==> src/rtl/alu_pkg.sv <==
// Shared definitions for the ALU and its operation sequencer: opcodes,
// sequencer state encoding and the divide-by-zero result pattern.
package alu_pkg;

   localparam logic [3:0] OP_ADD  = 4'h0;
   localparam logic [3:0] OP_SUB  = 4'h1;
   localparam logic [3:0] OP_MUL  = 4'h2;
   localparam logic [3:0] OP_DIV  = 4'h3;
   localparam logic [3:0] OP_SHL  = 4'h4;
   localparam logic [3:0] OP_SHR  = 4'h5;
   localparam logic [3:0] OP_ROL  = 4'h6;
   localparam logic [3:0] OP_ROR  = 4'h7;
   localparam logic [3:0] OP_AND  = 4'h8;
   localparam logic [3:0] OP_OR   = 4'h9;
   localparam logic [3:0] OP_XOR  = 4'hA;
   localparam logic [3:0] OP_NOR  = 4'hB;
   localparam logic [3:0] OP_NAND = 4'hC;
   localparam logic [3:0] OP_XNOR = 4'hD;
   localparam logic [3:0] OP_GT   = 4'hE;
   localparam logic [3:0] OP_EQ   = 4'hF;

   typedef enum logic [1:0] {
      IDLE = 2'd0,
      EXEC = 2'd1,
      DONE = 2'd2
   } seq_state_t;

   // Reported in place of the ALU output when dividing by zero.
   localparam logic [7:0] DIV0_RESULT = 8'hFF;

endpackage

==> src/rtl/alu_op_sequencer.sv <==
// Sequences one operation at a time onto the shared combinational ALU:
// accept a request, drive registered operands for one cycle, capture the
// result (or the divide-by-zero pattern) and hold it until it is consumed.
module alu_op_sequencer
   import alu_pkg::*;
#(
   parameter int unsigned DATA_W = 4,
   parameter int unsigned SEL_W  = 4,
   parameter int unsigned CNT_W  = 8
) (
   input  logic                clk,
   input  logic                rst,
   input  logic                in_valid,
   output logic                in_ready,
   input  logic [SEL_W-1:0]    in_op,
   input  logic [DATA_W-1:0]   in_a,
   input  logic [DATA_W-1:0]   in_b,
   input  logic                in_chain,
   output logic [DATA_W-1:0]   alu_a,
   output logic [DATA_W-1:0]   alu_b,
   output logic [SEL_W-1:0]    alu_sel,
   input  logic [2*DATA_W-1:0] alu_out,
   input  logic                alu_carry,
   output logic                res_valid,
   input  logic                res_ready,
   output logic [2*DATA_W-1:0] res_data,
   output logic                res_carry,
   output logic                res_err,
   output logic [CNT_W-1:0]    op_count
);

   seq_state_t        state;
   // Only the low half of a result can ever be chained back in as operand A.
   logic [DATA_W-1:0] last_res;
   logic              div_by_zero;

   // Guard looks at the registered operands the ALU is currently evaluating.
   always_comb begin
      div_by_zero = (alu_sel == SEL_W'(OP_DIV)) && (alu_b == '0);
   end

   // Request/result FSM with operand, result, chaining and counter registers.
   always_ff @(posedge clk) begin
      if (rst) begin
         state     <= IDLE;
         in_ready  <= 1'b1;  // IDLE always advertises ready, including out of reset
         alu_a     <= '0;
         alu_b     <= '0;
         alu_sel   <= '0;
         res_valid <= 1'b0;
         res_data  <= '0;
         res_carry <= 1'b0;
         res_err   <= 1'b0;
         op_count  <= '0;
         last_res  <= '0;
      end else begin
         unique case (state)
            IDLE: begin
               if (in_valid) begin
                  alu_sel  <= in_op;
                  alu_b    <= in_b;
                  alu_a    <= in_chain ? last_res : in_a;
                  in_ready <= 1'b0;
                  state    <= EXEC;
               end
            end
            EXEC: begin
               if (div_by_zero) begin
                  res_data  <= (2*DATA_W)'(DIV0_RESULT);
                  res_carry <= 1'b0;
                  res_err   <= 1'b1;
               end else begin
                  res_data  <= alu_out;
                  res_carry <= alu_carry;
                  res_err   <= 1'b0;
               end
               res_valid <= 1'b1;
               state     <= DONE;
            end
            DONE: begin
               // in_ready only rises after the handoff edge, so no same-cycle accept.
               if (res_ready) begin
                  last_res  <= res_data[DATA_W-1:0];
                  op_count  <= op_count + CNT_W'(1);
                  res_valid <= 1'b0;
                  in_ready  <= 1'b1;
                  state     <= IDLE;
               end
            end
            default: begin
               res_valid <= 1'b0;
               in_ready  <= 1'b1;
               state     <= IDLE;
            end
         endcase
      end
   end

endmodule

==> config.mk <==
export PLATFORM = sky130hd
export DESIGN_NAME = alu_op_sequencer
export DESIGN_NICKNAME = d
export VERILOG_FILES = /design/src/rtl/alu_pkg.sv /design/src/rtl/alu_op_sequencer.sv
export SDC_FILE = /design/constraint.sdc
export NUM_CORES = 1
export LEC_CHECK = 0
export CORE_MARGIN = 5
export CORE_UTILIZATION = 39
export CTS_CLUSTER_SIZE = 28
export DETAILED_ROUTE_END_ITERATION = 8
export GPL_TIMING_DRIVEN = 0
export PLACE_DENSITY = 0.75
export SKIP_CTS_REPAIR_TIMING = 1
export SLEW_MARGIN = 20
export SYNTH_ARGS = -nofsm -noshare
export SYNTH_HDL_FRONTEND = slang
export SYNTH_SLANG_ARGS = --single-unit
==> constraint.sdc <==
create_clock -name clk -period 1.42 [get_ports clk]
set_clock_uncertainty 0.15 [all_clocks]
set_input_delay 0.426 -clock clk [delete_from_list [all_inputs] [get_ports clk]]
set_output_delay 0.426 -clock clk [all_outputs]
set_load 0.02 [all_outputs]
Word level (Yosys, flattened, before mapping)
Index checks and enable logic that the tools add are counted.
{"block": "word_totals", "register_bits": 38, "output_inout_bits": 32}
{"block": "op_classes", "n_addsub": 1, "n_eq_ne": 5, "muxes": 12, "n_bitwise": 2, "reduce_logical": 8}
{"operator": "adder 8 x 1 -> 8 bit, second input constant", "n": 1}
{"operator": "2-to-1 mux 8 bit", "n": 1}
{"operator": "AND reduction 2 bit", "n": 4}
{"operator": "case mux 1 bit (3 select lines)", "n": 2}
{"operator": "case mux 2 bit (3 select lines)", "n": 1}
{"operator": "2-to-1 mux 1 bit", "n": 5}
{"operator": "== test 4 x 2 -> 1 bit, second input constant", "n": 1}
{"operator": "logical NOT 4 bit", "n": 1}
{"operator": "2-to-1 mux 2 bit", "n": 2}
{"operator": "2-to-1 mux 4 bit", "n": 1}
{"operator": "inequality test 2 bit, second input constant", "n": 2}
{"operator": "AND reduction 3 bit", "n": 1}
{"operator": "== test 2 x 1 -> 1 bit, second input constant", "n": 1}
{"operator": "== test 2 bit, second input constant", "n": 1}
{"operator": "logical NOT 2 bit", "n": 1}
{"operator": "inverter 1 bit", "n": 2}
{"operator": "logical AND 1 bit", "n": 1}

Depth between registers and ports, before layout
Gate-level depths: netlist of run 1.
{"block": "depth", "word_depth": 3, "mapped_depth": 6, "depth_no_buf": 4}

Worst setup path before layout of run 1
No wires, ideal clock.
{"block": "synth_timing", "path_type": "register to register", "startpoint": "register op_count[0]", "endpoint": "register op_count[6]", "setup_ps": 71, "arrival_time_ps": 1366, "required_ps": 1199, "slack_ps": -166, "path_stages_with_launch": 5, "period_less_slack_ps": 1586, "path_cell_list": "dfxtp_1 ha_1 nand2_1 or4_1 a21oi_1"}
{"block": "synth_via", "elab_chain_cells": 1}
{"item": "from (decl)", "line_no": "alu_op_sequencer.sv:29", "text": "output logic [CNT_W-1:0] op_count"}
{"item": "from (signal assigned)", "line_no": "alu_op_sequencer.sv:84", "text": "op_count <= op_count + CNT_W'(1);"}
{"item": "adder 8 x 1 -> 8 bit", "line_no": "alu_op_sequencer.sv:84"}
No other way between the ends.
A chain may end at the register's enable or synchronous reset.

Final worst setup path of run 1
{"block": "layout_timing", "startpoint": "register alu_b[1]", "endpoint": "output port alu_b[1]"}
{"item": "from (decl)", "line_no": "alu_op_sequencer.sv:20", "text": "output logic [DATA_W-1:0] alu_b,"}
{"item": "from (signal assigned)", "line_no": "alu_op_sequencer.sv:61", "text": "alu_b <= in_b;"}
No word-level cell between the ends.

==> results of run 1 <==
==> report_power, final <==
part	internal [mW]	switching, mW	total [mW]	leakage, nW
Combinational	0.219	0.218	0.437	0.706
Clock	0.391	0.353	0.744	0.0482
Sequential	1.11	0.0437	1.16	0.319
==> state kept, by name, summed over array words and instances, names as in the netlist <==
name	flops
op_count	8
last_res	4
alu_a	4
alu_b	4
alu_sel	4
in_ready	1
res_err	1
state	2
res_carry	1
res_data	8
res_valid	1
==> per-layer routing <==
metal | vias to the layer above | track usage
met5 | - | 0
met4 | 0 | 0.0376
li1 | 713 | -
met2 | 39 | 0.228
met1 | 666 | 0.174
met3 | 2 | 0.0609
==> cells by family after synthesis <==
logic type,after synthesis
XOR/XNOR,2
AND/OR/NAND/NOR,62
adder cells (fa/ha/maj),1
multiplexers,17
flip-flops,38
buffers and inverters,11
AO/OA/AOI/OAI,28
==> layout by cell type, fill, tap and decap left out, drive strengths merged <==
cell type      instances
nor4b                  2
or3b                   1
a211oi                12
nor3b                  1
clkinv                 1
a21oi                  8
o21ai                  3
inv                    1
clkdlybuf4s50         21
o21a                   1
dfxtp                 38
mux2i                 17
nand2b                 1
nand4b                 3
buf                   37
nor3                   1
xor2                   2
nor2                  37
a211o                  1
ha                     1
nand4                  1
clkbuf                23
o21bai                 1
nor2b                  2
or3                    3
nand2                  7
nand3b                 1
or4                    2
dlymetal6s2s           2
nand3                  1
o31ai                  2
==> worst max-delay path by stage <==
| stage | startpoint | end | slack, ns |
|---|---|---|---|
| 2_1_floorplan | op_count[0] | op_count[6] | -0.05 |
| 3_3_place_gp | res_ready | op_count[6] | -0.66 |
| 3_5_place_dp | res_ready | op_count[7] | -0.68 |
| 4_1_cts | op_count[5] | op_count[5] | -0.46 |
| 5_1_grt | state[1] | alu_sel[2] | -0.07 |
| 6_report | alu_b[1] | alu_b[1] | -0.03 |
==> synth_stat cells, drive strengths merged <==
| master | number |
|---|---|
| a211o | 1 |
| nand3b | 1 |
| nand4 | 1 |
| or4 | 2 |
| inv | 1 |
| nor2b | 2 |
| a211oi | 12 |
| buf | 6 |
| o31ai | 2 |
| or3b | 1 |
| nand2b | 1 |
| o21bai | 1 |
| clkbuf | 4 |
| nand4b | 2 |
| dfxtp | 38 |
| o21a | 1 |
| nor4b | 2 |
| nor3 | 1 |
| nand3 | 1 |
| nor3b | 1 |
| a21oi | 8 |
| xor2 | 2 |
| nor2 | 37 |
| mux2i | 17 |
| o21ai | 3 |
| nand2 | 7 |
| ha | 1 |
| or3 | 3 |
==> final cells by class <==
type | count | area (sq um) | share of cell area
multi-input combinational | 111 | 863 | 0.357
sequential | 38 | 796 | 0.329
timing repair buffer | 66 | 534 | 0.221
clock buffer | 7 | 86.3 | 0.0357
buffer | 10 | 70.1 | 0.0290
tap | 48 | 60.1 | 0.0248
clock inverter | 1 | 5.00 | 0.00207
inverter | 1 | 3.75 | 0.00155
==> stage by stage <==
stage               total power, mW  utilization  cells  hold slack (ns)
CTS                            2.32        0.600    270            0.318
finish                         2.34        0.651    282            0.315
global route                   2.46        0.651    282            0.349
floorplan                      1.39            -    159            0.314
global placement               1.58        0.576    262            0.294
detailed placement             1.58        0.576    262            0.303
==> flow_summary.toml, run 1 <==
[drt]
firstDrtPassIters = 4
via_per_inst = 5.04
drc = 0
drt_wl_total_um = 4060
routed.top_layer = "met4"
wl_per_cell_um = 14.4
wl_met2_um = 1990
vias = 1420
dr_wl_met3_um = 285
drt_iter0_drc = 77
ant_nets = 0
wl_met1_um = 1770

[synthesis]
synth_compound_area_frac = 0.122
synthesis.area_sq_mm = 0.00151
synth_seq_area_share = 0.504
ys_warn_count = 0
muxShareOfSynthArea = 0.113
synth.top_cell.area_share = 0.504
synth_top_cell_by_area = "dfxtp_1"
ys_ff_latch = 38
synth_area_leaders = "dfxtp_1 50%, mux2i_1 11%, nor2_1 9.2%"
ys_types = 30
synth_fa_ha_area_frac = 0.00829
avgSynthCellArea_sq_um = 9.50
netlist_instances = 159
synth_top_family_by_area = "simple AND/OR/NAND/NOR gates"
syn_nets = 186
synthXorXnorAreaFrac = 0.0116
synth_simple_gate_area_frac = 0.207

[critical_path]
slowest_stage = "dfxtp_1"
worstReg2RegStart = "op_count[1]"
crit_family = "flip-flops"
crit_cells = 1
reg2reg_depth = 3
critPathBufInv = 1
r2r-end = "op_count[7]"
worstPathRequired_ns = 0.84
start_kind = "flip-flop"
cp-end-kind = "output port"
path_max_fanout = 3
crit_chain = "buf_2"
critPathMaxStageDelay_ns = 0.40
cp.arrival_ns = 0.87
crit_type = "flip-flop to output port"
reg2reg_slack_ns = -0.01

[finish]
fillerInstances = 308
nNetsFinal = 260
area_growth_pct = 60.1
finalInstanceArea_sq_mm = 0.00242
diodes = 0
drive_gt1_frac = 0.432

[clock_network]
insertion_delay_ns = 0.28
cts_made_buffers = 5
path_clk_slew_ns = 0.07
clock_path_buffers = 2
cts_tree = "yes"
cts-root-buf = "clkbuf_8"
h-tree-depth = 2
clkSinkCount = 38

[floorplanning]
num_rows = 22
dieArea_sq_mm = 0.00522
core_area_sq_mm = 0.00372
ioPinCount = 58
fp.dieH_um = 72.2
start_util = 0.406
die_w_um = 72.2

[sta]
relSlewSlack = 0.517
fin_crit_ns = 1.45
setup_slack_ns = -0.0274
hold_viol_final = 0
slew_viol_final = 0
setup_tns_ns = -0.0333
setup_violations = 2
fin_crit_sh = 1.02
rsz0062_at_grt = "yes"
max_freq_mhz = 691
tightest_slew_ns = 0.725

[placement]
hpwl_um = 2520
port_buffers = 55
placed_area_sq_mm = 0.00214
place_congestion = 0.704
pre_cts_slack_ns = -0.675

[global_routing]
grt_remaining_overflow = 0
grt_max_degree = 12
grt_use_total = 0.142
grt_pass1_vias = 1290
grt_first_pass_wirelength_um = 5790
antenna_found_initial = 0

[power_and_ir_drop]
power.leakage_nw = 1.07
ir_worst_vdd_uv = 618
power_density_mw_per_mm2 = 967

[status]
violations = "setup timing"
status = "finished, violations left"

[run]
maxCapViolCount = 0

[hold_path]
hp-start = "res_carry"
hold_class = "flip-flop to flip-flop"
holdPathStages = 2
hold_path_end = "res_carry"
Note: power is estimated with default switching activity, not from simulation.
==> inputs of run 2 (changes only) <==
ABC_AREA = 1   (was not set)
CAP_MARGIN = 10   (was not set)
CORE_UTILIZATION = 40   (was 39)
SKIP_LAST_GASP = 1   (was not set)
==> run 2 against run 1 <==
  * Total power rose by 5.6%
  * Largest power group unchanged
  * Core utilization fell by 7.3 points
  * Critical path depth did not move
  * Global-route usage rose by 0.48 points
  * Critical path type unchanged
  * The run still ends with setup timing left
  * Sequential share of layout area rose by 1.0 points
==> flow_summary.toml, run 2 <==
[drt]
ant_nets = 0
vias = 1575
drc = 0
via_per_inst = 4.62
drt_wl_total_um = 3880
wl_per_cell_um = 11.4
drt_iter0_drc = 106
firstDrtPassIters = 4

[finish]
diodes = 0
nNetsFinal = 317
multi_input_area_sq_um = 671
regArea_sq_um = 779
top_regs = "op_count: 8 flops, res_data: 8 flops"
stdcell_count = 341
drive_gt1_frac = 0.251
fillerInstances = 400
mostFrequentLayoutCell = "nand2_1"
finalInstanceArea_sq_mm = 0.00230
final_cell_mix = "38 x nand2_1, 37 x inv_1, 33 x nor2_1"
area_growth_pct = 41.0

[synthesis]
avgSynthCellArea_sq_um = 7.30
synth-main-ff-cell = "dfxtp_1"
synth_edf_count = 0
synth_top_cell_by_area = "dfxtp_1"
synth_common_cells = "39 x nand2_1, 38 x dfxtp_1, 37 x inv_1"
synth_area_leaders = "dfxtp_1 47%, nand2_1 9.0%, inv_1 8.5%"
synthArstFlopShare = 0
synth_seq_area_share = 0.467
yosysMostFrequentCell = "nand2_1"
ys_types = 22
ys_warn_count = 0
synth.top_cell.area_share = 0.467
netlist_instances = 223
ys_ff_latch = 38
synthesis.area_sq_mm = 0.00163
syn_nets = 250

[critical_path]
cp.arrival_ns = 0.86
path_max_fanout = 6
start_kind = "flip-flop"
slowest_stage = "dfxtp_2"
worstReg2RegStart = "state[0]"
critPathBufInv = 1
worstPathRequired_ns = 0.84
cp-end-kind = "output port"
crit_type = "flip-flop to output port"
r2r-end = "op_count[5]"
crit_chain = "clkbuf_2"
crit_family = "flip-flops"
reg2reg_depth = 6
critPathMaxStageDelay_ns = 0.38
reg2reg_slack_ns = 0.11

[sta]
setup_slack_ns = -0.0110
max_freq_mhz = 699
hold_viol_final = 0
fin_crit_sh = 1.01
relSlewSlack = 0.636
setup_violations = 1
slew_viol_final = 0
tightest_slew_ns = 0.546
fin_crit_ns = 1.43
setup_tns_ns = -0.0110
rsz0062_at_grt = "yes"

[floorplanning]
die_w_um = 73.8
dieArea_sq_mm = 0.00544
start_util = 0.410
fp.dieH_um = 73.8
ioPinCount = 58
core_area_sq_mm = 0.00397
num_rows = 23

[clock_network]
clkSinkCount = 38
cts-root-buf = "clkbuf_8"
cts_made_buffers = 5
cts_tree = "yes"
h-tree-depth = 2
clock_path_buffers = 2
path_clk_slew_ns = 0.08
insertion_delay_ns = 0.29

[status]
status = "finished, violations left"
violations = "setup timing"

[global_routing]
grt_use_total = 0.146
grt_pass1_vias = 1402
antenna_found_initial = 0
grt_max_degree = 13
grt_first_pass_wirelength_um = 6070
grt_remaining_overflow = 0

[run]
maxCapViolCount = 0

[hold_path]
hold_class = "flip-flop to flip-flop"
hp-start = "last_res[0]"
hold_path_end = "last_res[0]"
holdPathStages = 2

[placement]
hpwl_um = 2830
pre_cts_slack_ns = -0.324
placed_area_sq_mm = 0.00225
port_buffers = 56
place_congestion = 0.752
dp_cells = 329

[power_and_ir_drop]
power_density_mw_per_mm2 = 1080
ir_worst_vdd_uv = 597
power.leakage_nw = 1.10
p_total_mw = 2.47
==> run 2: area by class of cell <==
cell class / count / area share
sequential: 38 / 0.340
multi-input combinational: 138 / 0.292
timing repair buffer: 60 / 0.203
inverter: 39 / 0.0649
clock buffer: 5 / 0.0300
tap: 50 / 0.0272
buffer: 8 / 0.0262
clock inverter: 3 / 0.0174
==> run 2: cell families (layout without fill, tap and decap cells) <==
kind of cell | count (synthesis) | in the layout | share of synthesized area
xor gates and xnor gates | 1 | 1 | 0.00538
DFF | 38 | 38 | 0.467
AOI/OAI and AO/OA | 43 | 43 | 0.135
buffers and inverters | 47 | 115 | 0.127
adders and majority gates | 1 | 1 | 0.00769
and+or+nand+nor | 93 | 93 | 0.257
==> run 2: through the flow <==
| stage | utilization | hold slack (ns) |
|---|---|---|
| floorplan | - | 0.273 |
| global placement | 0.567 | 0.284 |
| detailed placement | 0.567 | 0.286 |
| CTS | 0.594 | 0.299 |
| global route | 0.578 | 0.320 |
| finish | 0.578 | 0.296 |
==> run 2: how the worst max path moves through the flow <==
| stage | start | end | slack [ns] | depth (start not counted) |
|---|---|---|---|---|
| after floorplan | op_count[0] | op_count[6] | 0.05 | 6 |
| after global placement | res_ready | op_count[7] | -0.28 | 6 |
| after detailed placement | res_ready | op_count[5] | -0.32 | 6 |
| after CTS | op_count[3] | op_count[3] | -0.53 | 1 |
| after global routing | op_count[3] | op_count[3] | -0.05 | 1 |
| final | op_count[3] | op_count[3] | -0.01 | 1 |
==> run 2: per-layer routing <==
| layer | up-vias | global-route usage | share of wire |
|---|---|---|---|
| met5 | - | 0 | 0 |
| met4 | 0 | 0.0543 | 0.015 |
| met3 | 6 | 0.0684 | 0.10 |
| met2 | 53 | 0.231 | 0.45 |
| met1 | 689 | 0.173 | 0.44 |
| li1 | 827 | - | - |
==> run 2: power by group <==
part / switching (mW) / leakage [nW] / internal (mW)
clock: 0.377 / 0.0579 / 0.517
combinational: 0.229 / 0.724 / 0.185
sequential: 0.0353 / 0.317 / 1.13
